[config.mk]
export PLATFORM = sky130hd
export DESIGN_NAME = seq_control_unit_flat
export DESIGN_NICKNAME = d
export VERILOG_FILES = /design/src/rtl/seq_control_unit_if.sv /design/src/rtl/seq_control_unit.sv /design/src/flat_wrapper.sv
export SDC_FILE = /design/constraint.sdc
export NUM_CORES = 1
export LEC_CHECK = 0
export CAP_MARGIN = 25
export CORE_MARGIN = 5
export CORE_UTILIZATION = 42
export CTS_BUF_LIST = sky130_fd_sc_hd__clkbuf_8
export DETAILED_ROUTE_END_ITERATION = 10
export PLACE_DENSITY = 0.8
export REMOVE_ABC_BUFFERS = 1
export SKIP_LAST_GASP = 1
export SYNTH_ARGS = -nofsm -noshare
export SYNTH_HDL_FRONTEND = slang
export SYNTH_SLANG_ARGS = --single-unit
[constraint.sdc]
create_clock -name clk -period 1.99 [get_ports clk]
set_clock_uncertainty 0.05 [all_clocks]
set_input_delay 0.398 -clock clk [delete_from_list [all_inputs] [get_ports clk]]
set_output_delay 0.398 -clock clk [all_outputs]
set_load 0.02 [all_outputs]
[src/rtl/seq_control_unit_if.sv]
`timescale 1ns/1ps
// Instruction- and data-memory handshake bundle between the sequencer (master)
// and the memory system (slave).
interface seq_control_unit_if #(
    parameter int ADDR_W = 8
);
    // Handshake: a request (imem_req / dmem_req) stays high, with address and
    // dmem_we held stable, until the slave answers with a one-cycle ack. The
    // transfer completes on the rising edge where both req and ack are high.
    // An ack that arrives while req is low is ignored.
    logic              imem_req;
    logic [ADDR_W-1:0] imem_addr;
    logic              imem_ack;
    logic [31:0]       imem_data;
    logic              dmem_req;
    logic              dmem_we;
    logic              dmem_ack;

    modport master (
        output imem_req, imem_addr, dmem_req, dmem_we,
        input  imem_ack, imem_data, dmem_ack
    );

    modport slave (
        input  imem_req, imem_addr, dmem_req, dmem_we,
        output imem_ack, imem_data, dmem_ack
    );
endinterface

[src/rtl/seq_control_unit.sv]
`timescale 1ns/1ps
// Multi-cycle sequencer: owns the PC, fetches over imem, decodes into registered
// datapath controls, resolves branches/jumps and sequences LD/ST through dmem.
module seq_control_unit #(
    parameter int                ADDR_W   = 8,
    parameter int                DATA_W   = 16,
    parameter logic [ADDR_W-1:0] RESET_PC = '0
) (
    input  logic              clk,
    input  logic              rst,
    seq_control_unit_if.master bus,
    input  logic              zero,
    input  logic [DATA_W-1:0] ra_data,
    output logic              load_en,
    output logic [3:0]        a_sel,
    output logic [3:0]        b_sel,
    output logic [3:0]        dest_sel,
    output logic [3:0]        op_sel,
    output logic              const_sel,
    output logic [DATA_W-1:0] const_out,
    output logic              data_sel,
    output logic [ADDR_W-1:0] pc,
    output logic              halted,
    output logic              illegal,
    output logic [2:0]        state_dbg
);
    typedef enum logic [2:0] {
        S_FETCH  = 3'd0,
        S_DECODE = 3'd1,
        S_EXEC   = 3'd2,
        S_MEM    = 3'd3,
        S_HALTED = 3'd4
    } state_t;

    localparam logic [4:0] OP_LD   = 5'd16;
    localparam logic [4:0] OP_ST   = 5'd17;
    localparam logic [4:0] OP_BZ   = 5'd18;
    localparam logic [4:0] OP_BNZ  = 5'd19;
    localparam logic [4:0] OP_JMP  = 5'd20;
    localparam logic [4:0] OP_JMR  = 5'd21;
    localparam logic [4:0] OP_HALT = 5'd22;

    state_t      state;
    logic [31:0] ir;
    logic        imem_req_q;
    logic        dmem_req_q;
    logic        dmem_we_q;
    logic        load_en_q;
    logic        mem_done;

    logic [4:0]  d_opc;
    logic [3:0]  d_a, d_b, d_dest, d_op;
    logic        d_csel;
    logic        d_illegal;
    logic [31:0] d_imm_sx;
    logic [DATA_W-1:0] d_cout;

    logic [4:0]        ir_op;
    logic [31:0]       e_imm_sx;
    logic [31:0]       e_imm_zx;
    logic [31:0]       ra_zx;
    logic [ADDR_W-1:0] pc_inc;
    logic [ADDR_W-1:0] pc_next;

    assign bus.imem_req  = imem_req_q;
    assign bus.imem_addr = pc;
    assign bus.dmem_req  = dmem_req_q;
    assign bus.dmem_we   = dmem_we_q;
    assign state_dbg     = state;

    // Load write-back must coincide with the dmem ack, so it is gated combinationally.
    assign mem_done = (state == S_MEM) && dmem_req_q && bus.dmem_ack;
    assign data_sel = mem_done && !dmem_we_q;
    assign load_en  = load_en_q || (mem_done && !dmem_we_q);

    always_comb begin
        d_opc     = bus.imem_data[31:27];
        d_dest    = bus.imem_data[26:23];
        d_a       = bus.imem_data[22:19];
        d_b       = bus.imem_data[18:15];
        d_imm_sx  = {{16{bus.imem_data[18]}}, bus.imem_data[18:3]};
        d_op      = 4'd0;
        d_csel    = 1'b0;
        d_cout    = '0;
        d_illegal = 1'b0;
        case (d_opc)
            5'd1:  begin d_op = 4'd5; d_csel = 1'b1; d_b = 4'd0; end
            5'd2:  d_op = 4'd0;
            5'd3:  d_op = 4'd1;
            5'd4:  d_op = 4'd4;
            5'd5:  d_op = 4'd5;
            5'd6:  d_op = 4'd6;
            5'd7:  d_op = 4'd7;
            5'd8:  begin d_op = 4'd0; d_csel = 1'b1; d_b = 4'd0; d_cout = d_imm_sx[DATA_W-1:0]; end
            5'd9:  begin d_op = 4'd1; d_csel = 1'b1; d_b = 4'd0; d_cout = d_imm_sx[DATA_W-1:0]; end
            5'd10: begin d_op = 4'd4; d_csel = 1'b1; d_b = 4'd0; d_cout = d_imm_sx[DATA_W-1:0]; end
            5'd11: begin d_op = 4'd5; d_csel = 1'b1; d_b = 4'd0; d_cout = d_imm_sx[DATA_W-1:0]; end
            5'd12: begin d_op = 4'd6; d_csel = 1'b1; d_b = 4'd0; d_cout = d_imm_sx[DATA_W-1:0]; end
            5'd13: begin
                d_a    = bus.imem_data[18:15];
                d_b    = bus.imem_data[22:19];
                d_op   = 4'd5;
                d_csel = 1'b1;
            end
            5'd14: d_op = 4'd9;
            5'd15: d_op = 4'd8;
            default: d_illegal = (d_opc > OP_HALT);
        endcase
    end

    always_comb begin
        ir_op    = ir[31:27];
        e_imm_sx = {{16{ir[18]}}, ir[18:3]};
        e_imm_zx = {16'd0, ir[18:3]};
        ra_zx    = 32'(ra_data);
        pc_inc   = pc + ADDR_W'(1);
        pc_next  = pc_inc;
        case (ir_op)
            OP_BZ:   if (zero)  pc_next = pc + e_imm_sx[ADDR_W-1:0];
            OP_BNZ:  if (!zero) pc_next = pc + e_imm_sx[ADDR_W-1:0];
            OP_JMP:  pc_next = e_imm_zx[ADDR_W-1:0];
            OP_JMR:  pc_next = ra_zx[ADDR_W-1:0];
            default: pc_next = pc_inc;
        endcase
    end

    always_ff @(posedge clk) begin
        if (rst) begin
            state      <= S_FETCH;
            pc         <= RESET_PC;
            ir         <= '0;
            imem_req_q <= 1'b0;
            dmem_req_q <= 1'b0;
            dmem_we_q  <= 1'b0;
            load_en_q  <= 1'b0;
            a_sel      <= '0;
            b_sel      <= '0;
            dest_sel   <= '0;
            op_sel     <= '0;
            const_sel  <= 1'b0;
            const_out  <= '0;
            halted     <= 1'b0;
            illegal    <= 1'b0;
        end else begin
            case (state)
                S_FETCH: begin
                    // The first cycle after reset only raises the request.
                    if (imem_req_q && bus.imem_ack) begin
                        ir         <= bus.imem_data;
                        imem_req_q <= 1'b0;
                        a_sel      <= d_a;
                        b_sel      <= d_b;
                        dest_sel   <= d_dest;
                        op_sel     <= d_op;
                        const_sel  <= d_csel;
                        const_out  <= d_cout;
                        illegal    <= illegal || d_illegal;
                        state      <= S_DECODE;
                    end else begin
                        imem_req_q <= 1'b1;
                    end
                end
                S_DECODE: begin
                    load_en_q <= (ir_op >= 5'd1) && (ir_op <= 5'd15);
                    state     <= S_EXEC;
                end
                S_EXEC: begin
                    load_en_q <= 1'b0;
                    if (ir_op == OP_LD || ir_op == OP_ST) begin
                        dmem_req_q <= 1'b1;
                        dmem_we_q  <= (ir_op == OP_ST);
                        state      <= S_MEM;
                    end else if (ir_op == OP_HALT) begin
                        pc     <= pc_next;
                        halted <= 1'b1;
                        state  <= S_HALTED;
                    end else begin
                        pc         <= pc_next;
                        imem_req_q <= 1'b1;
                        state      <= S_FETCH;
                    end
                end
                S_MEM: begin
                    if (bus.dmem_ack) begin
                        dmem_req_q <= 1'b0;
                        dmem_we_q  <= 1'b0;
                        pc         <= pc_inc;
                        imem_req_q <= 1'b1;
                        state      <= S_FETCH;
                    end
                end
                default: state <= S_HALTED;
            endcase
        end
    end
endmodule
[src/flat_wrapper.sv]
// flat-port wrapper written by rule: the top's interface ports become plain ports
module seq_control_unit_flat 
#(
    parameter int                ADDR_W   = 8,
    parameter int                DATA_W   = 16,
    parameter logic [ADDR_W-1:0] RESET_PC = '0
)
  (clk, rst, zero, ra_data, load_en, a_sel, b_sel, dest_sel, op_sel, const_sel, const_out, data_sel, pc, halted, illegal, state_dbg, bus_imem_req, bus_imem_addr, bus_dmem_req, bus_dmem_we, bus_imem_ack, bus_imem_data, bus_dmem_ack);
  seq_control_unit_if #(.ADDR_W(ADDR_W)) bus_i ();
  input  logic clk;
  input  logic rst;
  input  logic zero;
  input  logic [DATA_W-1:0] ra_data;
  output logic load_en;
  output logic [3:0] a_sel;
  output logic [3:0] b_sel;
  output logic [3:0] dest_sel;
  output logic [3:0] op_sel;
  output logic const_sel;
  output logic [DATA_W-1:0] const_out;
  output logic data_sel;
  output logic [ADDR_W-1:0] pc;
  output logic halted;
  output logic illegal;
  output logic [2:0] state_dbg;
  output wire logic [$bits(bus_i.imem_req)-1:0] bus_imem_req;
  output wire logic [$bits(bus_i.imem_addr)-1:0] bus_imem_addr;
  output wire logic [$bits(bus_i.dmem_req)-1:0] bus_dmem_req;
  output wire logic [$bits(bus_i.dmem_we)-1:0] bus_dmem_we;
  input wire logic [$bits(bus_i.imem_ack)-1:0] bus_imem_ack;
  input wire logic [$bits(bus_i.imem_data)-1:0] bus_imem_data;
  input wire logic [$bits(bus_i.dmem_ack)-1:0] bus_dmem_ack;
  assign bus_imem_req = bus_i.imem_req;
  assign bus_imem_addr = bus_i.imem_addr;
  assign bus_dmem_req = bus_i.dmem_req;
  assign bus_dmem_we = bus_i.dmem_we;
  assign bus_i.imem_ack = bus_imem_ack;
  assign bus_i.imem_data = bus_imem_data;
  assign bus_i.dmem_ack = bus_dmem_ack;
  seq_control_unit #(.ADDR_W(ADDR_W), .DATA_W(DATA_W), .RESET_PC(RESET_PC)) u_core (.clk(clk), .rst(rst), .bus(bus_i), .zero(zero), .ra_data(ra_data), .load_en(load_en), .a_sel(a_sel), .b_sel(b_sel), .dest_sel(dest_sel), .op_sel(op_sel), .const_sel(const_sel), .const_out(const_out), .data_sel(data_sel), .pc(pc), .halted(halted), .illegal(illegal), .state_dbg(state_dbg));
endmodule
---- Word level (Yosys, flattened, before mapping) ----
Index checks and enable logic that the tools add are counted.
storage, ports and cells
  output and inout bits ................... 59
  register bits ........................... 82
  logic and storage cells ................. 106
  input bits .............................. 53
operators by class
  mux-type cells .......................... 28
  add/sub/neg operators ................... 2
  reductions and logical operators ........ 27
  eq/ne operators ......................... 30
  magnitude comparators ................... 3
  bitwise gates (word level) .............. 1
operators with widths
  cell                 number
  $eq 5x4->1 const B   8
  $eq 5x5->1 const B   7
  $mux 8               4
  $pmux 8 s4           1
  $pmux 4 s7           1
  $eq 5x3->1 const B   4
  $mux 16              1
  $pmux 8 s2           1
  $reduce_or 15->1     1
  $mux 3               4
  $pmux 3 s4           1
  $eq 5x2->1 const B   2
  $mux 1               9
  $reduce_and 3->1     3
  $add 8x1->8 const B  1
  $add 8x8->8          1
  $pmux 4 s2           1
  $reduce_or 7->1      1
  $eq 3x2->1 const B   2
  $ne 2x2->1 const B   3
  $pmux 1 s2           3
  $reduce_or 2->1      3
  $reduce_or 6->1      1
  $eq 5x1->1 const B   1
  18 further kinds     27

---- Depth between registers and ports, before layout ----
Gate-level depths: netlist of run 1.
  word-level depth ........................ 5
  mapped depth ............................ 8
  mapped depth without buffers ............ 8

---- Worst setup path after synthesis of run 1 ----
Ideal clock, no wire load.
  path type ............................... register to register
  from .................................... reg u_core.pc[0], in the netlist u_core.bus.imem_addr[0]
  to ...................................... reg u_core.pc[6], in the netlist u_core.bus.imem_addr[6]
  cell stages (with the launch flop) ...... 9
  period minus slack after synthesis ...... 2275 ps
  arrival ................................. 2091 ps
  required time ........................... 1806 ps
  slack ................................... -285 ps
  setup time .............................. 134 ps
  cell sequence ........................... dfxtp_1 -> ha_1 -> fa_1 -> a211oi_1 -> o21bai_1 -> a21oi_1 -> xnor2_1 -> a222oi_1 -> o41ai_1
on the way
  word-level cells in the longest chain between the ends .. 5
  elaborated cells on any way between the ends .. 8
ends and longest elaborated chain
  what                                               line                                                                       text
  from (decl)                                        seq_control_unit.sv:22                                                     output logic [ADDR_W-1:0] pc,
  from (signal assigned)                             seq_control_unit.sv:174                                                    pc <= pc_next;
  from (signal assigned)                             seq_control_unit.sv:178                                                    pc <= pc_next;
  from (signal assigned)                             seq_control_unit.sv:187                                                    pc <= pc_inc;
  $add 8x8->8 / $add 8x1->8 (equally long branches)  seq_control_unit.sv:119, seq_control_unit.sv:120, seq_control_unit.sv:116
  $mux 8, on equally long branches                   seq_control_unit.sv:120, seq_control_unit.sv:119
  $pmux 8 s4                                         seq_control_unit.sv:118                                                    case (ir_op)
  $mux 8                                             seq_control_unit.sv:169                                                    if (ir_op == OP_LD || ir_op == OP_ST) begin
  $pmux 8 s2 (*)                                     seq_control_unit.sv:145                                                    case (state)
Every way passes the cells marked *; elsewhere a longest branch is shown, timed or not. The select of a mux whose other input is x is not followed.
A chain may end at the register's enable or synchronous reset.

---- Final worst setup path of run 1 ----
Same ends and word-level chain as after synthesis.

==> impl_metrics.tcl, run 1 <==
set metrics [dict create \
    fp.dieW_um 97.5 \
    cp_num_buf_inv 0 \
    clock_sinks 63 \
    clockBufferDepth 2 \
    cp_top_family "compound AO/OA/AOI/OAI gates" \
    min_period_ns 2.01 \
    crit_chain "ha_4 -> fa_2 -> a211oi_4 -> o21bai_1 -> a21oi_1 -> xnor2_1 -> a222oi_1 -> o41ai_1" \
    syn2layout_area_growth_pct 50.8 \
    end_kind "flop" \
    numCtsBuffers 9 \
    layout.cells.non_filler 630 \
    power_density_mw_per_mm2 607 \
    ys_ff_latch 63 \
    worstMarginPinSlew_ns 0.471 \
    initial_core_util 0.423 \
    dp_cells 610 \
    nets 585 \
    dr.pass1.iters 4 \
    hp-class "in2reg" \
    nFillCells 647 \
    cpPeakStageDelay_ns 0.37 \
    layout.area.seq_sq_mm 0.00127 \
    io_buffers 100 \
    yosysSeqAreaShare 0.392 \
    synth_top_area_cell "dfxtp_1" \
    synthDominantCellAreaShare 0.392 \
    ff2ff_path_depth 8 \
    ys_top_cells_by_area "dfxtp_1 (39%), a21oi_1 (6.5%), nor2_1 (5.8%)" \
    synth-main-ff-cell "dfxtp_1" \
    hpwl_mm 7.01 \
    cts.clk_slew.worst_paths_ns 0.07 \
    synth_warnings 0 \
    synth.most_common_cell "dfxtp_1" \
    synth_cell_types 55 \
    synth_common_cells "dfxtp_1 (63), nor2_1 (50), nand2_1 (48)" \
    min_from "rst" \
    leakage_nw 1.82 \
    fin_hold_ws_ns 0.400 \
    antenna_found_initial 0 \
    power_switching_w 0.000802 \
    postSynthAreaPerCell_sq_um 8.12 \
    final_area_sq_mm 0.00485 \
    drv_cap 0 \
    seq_power_share 0.457 \
    tritoncts "done" \
    hold_viol 0 \
    swShare 0.273 \
    r2r-start "u_core.bus.imem_addr[0]$_SDFFE_PP0P_" \
    p_total_w 0.00294 \
    rows 32 \
    finalMaxSlewViolations 0 \
    dpl_cell_area_sq_mm 0.00455 \
    grt_pass1_wl_mm 15.4 \
    core_sq_mm 0.00761 \
    arrival_ns 2.18 \
    syn_inst 396 \
    synth-edff-count 0 \
    syn_area_sq_mm 0.00322 \
    routed_wl_mm 9.37 \
    antenna_left 0 \
    path_max_fanout 2 \
    grt_pass1_vias 3348 \
    required_ns 2.16 \
    holdPathEnd "u_core.const_out[0]$_SDFFE_PP0P_" \
    htreeDepth 3 \
    timing.fmax_ghz 0.497 \
    drtIter0Drc 141 \
    r2r_slack_ns -0.02 \
    insertion_delay_ns 0.34 \
    path_class "reg2reg" \
    grt_max_degree 25 \
    ir_drop_mv 0.358 \
    post-route-period-util 1.01 \
    outcome "complete, but fails checks" \
    max_slew_margin 0.678 \
    layout-drive-gt1-share 0.189 \
    fin_util 0.638 \
    worstHoldPathCells 2 \
    route.detailed.drc 0 \
    start_kind "flop" \
    setup_viol 1 \
    grt_use_total 0.193 \
    pin_count 112 \
    gp_congestion 0.882 \
    violations "setup timing" \
    ctsHoldBuffers 0 \
    worst_r2r_endpoint "u_core.bus.imem_addr[6]$_SDFFE_PP0P_" \
    crit_slowest_cell "fa_2" \
    clockPowerShare 0.365 \
    wl_per_cell_um 14.9 \
    multi_input_area_sq_mm 0.00180 \
    cts_root_buf "clkbuf_8" \
    dieArea_sq_mm 0.00951 \
    vias 3349 \
    overflow 0 \
    synthArstFlopShare 0 \
    p_int_w 0.00214 \
    die_y_um 97.5 \
    antennaDiodeCount 0 \
    setup_ws_ns -0.0230 \
    via_per_inst 5.32 \
    rsz0062_at_grt "true" \
    combPwrFrac 0.177 \
]
## area by class of cell
class                      count  area share
multi-input combinational    286       0.371
timing repair buffer         153       0.294
sequential                    63       0.261
tap                          102      0.0263
clock buffer                   9      0.0255
clock inverter                 7      0.0134
inverter                      10     0.00774
## power by group through the flow
stage	clock, W	sequential (W)	combinational (W)
global route	0.00117	0.00135	0.000567
detailed placement	0	0.00137	0.000512
finish	0.00108	0.00135	0.000521
floorplan	0	0.00142	0.000163
global placement	0	0.00137	0.000502
CTS	0.00111	0.00134	0.000516
## cell usage in the layout (no fill, tap or decap), types with 3 or more instances in the layout
cell,n
a221oi_1,5
a21oi_1,41
buf_4,50
clkbuf_8,9
a211o_1,3
a22oi_1,21
nand3_1,12
buf_12,3
nand2b_1,3
clkdlybuf4s50_1,94
clkinv_2,3
a31oi_1,3
nand4_1,3
and2_1,3
a211oi_1,7
and3_1,5
inv_1,11
xnor2_1,7
mux2i_1,6
dfxtp_2,5
nor3_1,10
ha_1,5
dfxtp_1,58
nand2_1,47
o21ai_0,7
nor2_1,50
## how the worst max path moves through the flow
stage / endpoint / slack [ns] / start / cells after the start
2_1_floorplan: u_core.const_out[0]$_SDFFE_PP0P_ / -0.50 / u_core.state_dbg[0]$_SDFFE_PP0P_ / 6
3_3_place_gp: load_en / -0.40 / bus_dmem_ack / 5
3_5_place_dp: load_en / -0.41 / bus_dmem_ack / 5
4_1_cts: u_core.bus.imem_addr[6]$_SDFFE_PP0P_ / -0.05 / u_core.ir[3]$_SDFFE_PP0P_ / 8
5_1_grt: u_core.bus.imem_addr[6]$_SDFFE_PP0P_ / -0.13 / u_core.ir[3]$_SDFFE_PP0P_ / 8
6_report: u_core.bus.imem_addr[6]$_SDFFE_PP0P_ / -0.02 / u_core.bus.imem_addr[0]$_SDFFE_PP0P_ / 8
## what timing repair did
item / CTS / global route
setup buffers: 3 / 4
pin swaps: 7 / 11
setup endpoints to repair: 7 / 8
gates resized for setup: 18 / 17
## through the flow
| step | setup WS [ns] | TNS [ns] |
|---|---|---|
| final | -0.0230 | -0.0230 |
| after detailed placement | -0.407 | -3.16 |
| after CTS | -0.0491 | -0.102 |
| after global routing | -0.125 | -0.278 |
| after floorplan | -0.501 | -9.31 |
| after global placement | -0.404 | -2.44 |
## metal layers
metal / GRT usage / up-vias / part of all wire / wire (um)
li1: - / 1660 / - / -
met1: 0.229 / 1551 / 0.42 / 3950
met2: 0.314 / 124 / 0.48 / 4500
met3: 0.0790 / 14 / 0.084 / 785
met4: 0.0650 / 0 / 0.014 / 132
met5: 0 / - / 0 / 0
## cell families (layout without fill, tap and decap cells)
logic type | after synthesis | in the layout | synth area share
XOR/XNOR | 10 | 10 | 0.0272
adder cells (fa/ha/maj) | 9 | 9 | 0.0373
AO/OA/AOI/OAI | 113 | 113 | 0.234
flip-flops | 63 | 63 | 0.392
buffers and inverters | 47 | 179 | 0.0739
AND/OR/NAND/NOR | 148 | 148 | 0.217
multiplexers | 6 | 6 | 0.0187
## state kept, by name (all words and copies together) (netlist names), 3 cells and up
name                  cells
u_core.const_out         16
u_core.dest_sel           3
u_core.b_sel              4
u_core.state_dbg          3
u_core.a_sel              4
u_core.bus.imem_addr      8
u_core.op_sel             4
u_core.ir                14
No activity file was read; power rests on OpenSTA's default activity.
==> run 2: changes to the inputs <==
- SKIP_CTS_REPAIR_TIMING: unset -> 1
==> impl_metrics.tcl, run 2 (synthesis gave the netlist of run 1 again) <==
set metrics [dict create \
    cp_top_family "compound AO/OA/AOI/OAI gates" \
    setup_viol 1 \
    endpoint "u_core.bus.imem_addr[6]$_SDFFE_PP0P_" \
    setup_ws_ns -0.0133 \
    max_slew_margin 0.688 \
    ir_drop_mv 0.362 \
    path_max_fanout 2 \
    finalMaxSlewViolations 0 \
    outcome "complete, but fails checks" \
    worstMarginPinSlew_ns 0.457 \
    crit_slowest_cell "fa_2" \
    end_kind "flop" \
    min_period_ns 2.00 \
    start_kind "flop" \
    rsz0062_at_grt "true" \
    cpPeakStageDelay_ns 0.35 \
    vias 3347 \
    dp_cells 610 \
    ff2ff_path_depth 8 \
    p_total_w 0.00295 \
    power_density_mw_per_mm2 609 \
    crit_chain "ha_4 -> fa_2 -> a211oi_2 -> o21bai_1 -> a21oi_1 -> xnor2_1 -> a222oi_1 -> o41ai_1" \
    cts.clk_slew.worst_paths_ns 0.07 \
    via_per_inst 5.31 \
    initial_core_util 0.423 \
    drv_cap 0 \
    crit_cells 8 \
    pin_count 112 \
    route.detailed.drc 0 \
    violations "setup timing" \
    worstHoldPathCells 2 \
    crit_start "u_core.ir[3]$_SDFFE_PP0P_" \
    grt_pass1_vias 3326 \
    htreeDepth 3 \
    arrival_ns 2.17 \
    required_ns 2.15 \
    hp-class "in2reg" \
    io_buffers 100 \
    hold_viol 0 \
    die_y_um 97.5 \
    cts_root_buf "clkbuf_8" \
    fp.dieW_um 97.5 \
    grt_use_total 0.191 \
    layout.cells.non_filler 630 \
    nets 585 \
    r2r_slack_ns -0.01 \
    layout_commonest_cell "clkdlybuf4s50_1" \
    tritoncts "done" \
    fin_util 0.636 \
    routed_wl_mm 9.42 \
    antenna_found_initial 0 \
    timing.fmax_ghz 0.499 \
    core_sq_mm 0.00761 \
    insertion_delay_ns 0.34 \
    place_ws_ns -0.407 \
    largest_register_ffs 16 \
    nFillCells 648 \
    numCtsBuffers 9 \
    post-route-period-util 1.01 \
    dr.pass1.iters 4 \
    dieArea_sq_mm 0.00951 \
    path_class "reg2reg" \
    layout_common_cells "clkdlybuf4s50_1 (95), dfxtp_1 (57), nor2_1 (50), buf_4 (50), nand2_1 (47)" \
    overflow 0 \
    clock_sinks 63 \
    gp_congestion 0.882 \
    antenna_left 0 \
    rows 32 \
    drtIter0Drc 160 \
    grt_max_degree 25 \
    regMostFlops "u_core.const_out" \
    layout-drive-gt1-share 0.184 \
    syn2layout_area_growth_pct 50.4 \
    r2r-start "u_core.ir[3]$_SDFFE_PP0P_" \
    wl_per_cell_um 15.0 \
    cp_num_buf_inv 0 \
    worst_r2r_endpoint "u_core.bus.imem_addr[6]$_SDFFE_PP0P_" \
    hpwl_mm 7.01 \
    clockBufferDepth 2 \
    leakage_nw 1.84 \
    fin_hold_ws_ns 0.404 \
    antennaDiodeCount 0 \
    grt_pass1_wl_mm 15.2 \
]
run 2: cell count changes in the layout (fill, tap and decap cells not counted), sizes merged:
cell,delta
dlygate4sd2,-2
buf,-1
dlymetal6s2s,+2
clkdlybuf4s50,+1
run 2: worst min path at each step:
stage	to	slack, ns	from
floorplan	u_core.ir[8]$_SDFFE_PP0P_	0.40	u_core.ir[8]$_SDFFE_PP0P_
global placement	u_core.dest_sel[2]$_SDFFE_PP0P_	0.39	u_core.dest_sel[2]$_SDFFE_PP0P_
detailed placement	u_core.ir[26]$_SDFFE_PP0P_	0.40	u_core.ir[26]$_SDFFE_PP0P_
CTS	u_core.const_out[0]$_SDFFE_PP0P_	0.38	rst
global route	u_core.const_out[0]$_SDFFE_PP0P_	0.43	rst
finish	u_core.const_out[0]$_SDFFE_PP0P_	0.40	rst
run 2: power breakdown:
group          switching, W  total [W]  internal, W  leakage [nW]
logic              0.000258   0.000520     0.000261          1.22
clock network      0.000513    0.00108     0.000569         0.100
registers         0.0000368    0.00135      0.00131         0.514
total              0.000808    0.00295      0.00214          1.84
run 2: final cells by class:
cell class / count / area (sq um) / share of cell area
tap: 102 / 128 / 0.0264
sequential: 63 / 1270 / 0.262
clock inverter: 7 / 65.1 / 0.0135
clock buffer: 9 / 124 / 0.0256
inverter: 10 / 37.5 / 0.00776
multi-input combinational: 286 / 1780 / 0.368
timing repair buffer: 153 / 1430 / 0.296
run 2: worst reg2reg max path, delay by kind of cell, from the launching register on:
kind | cells | cell delay (ns)
AOI/OAI and AO/OA | 5 | 0.90
adders and majority gates | 2 | 0.51
DFF | 1 | 0.34
xor gates and xnor gates | 1 | 0.08
run 2: stage by stage:
step | cell area (sq um) | TNS, ns
6_report | 4840 | -0.0133
5_1_grt | 4840 | -0.335
3_5_place_dp | 4550 | -3.16
2_1_floorplan | 3020 | -9.31
3_3_place_gp | 4550 | -2.44
4_1_cts | 4740 | -1.30
run 2: metal layers:
layer  share of wire  vias up  global-route usage
met2            0.48      135               0.313
met5               0        -                   0
met3           0.092       19              0.0790
met1            0.42     1532               0.226
met4           0.016        0              0.0618
li1                -     1661                   -
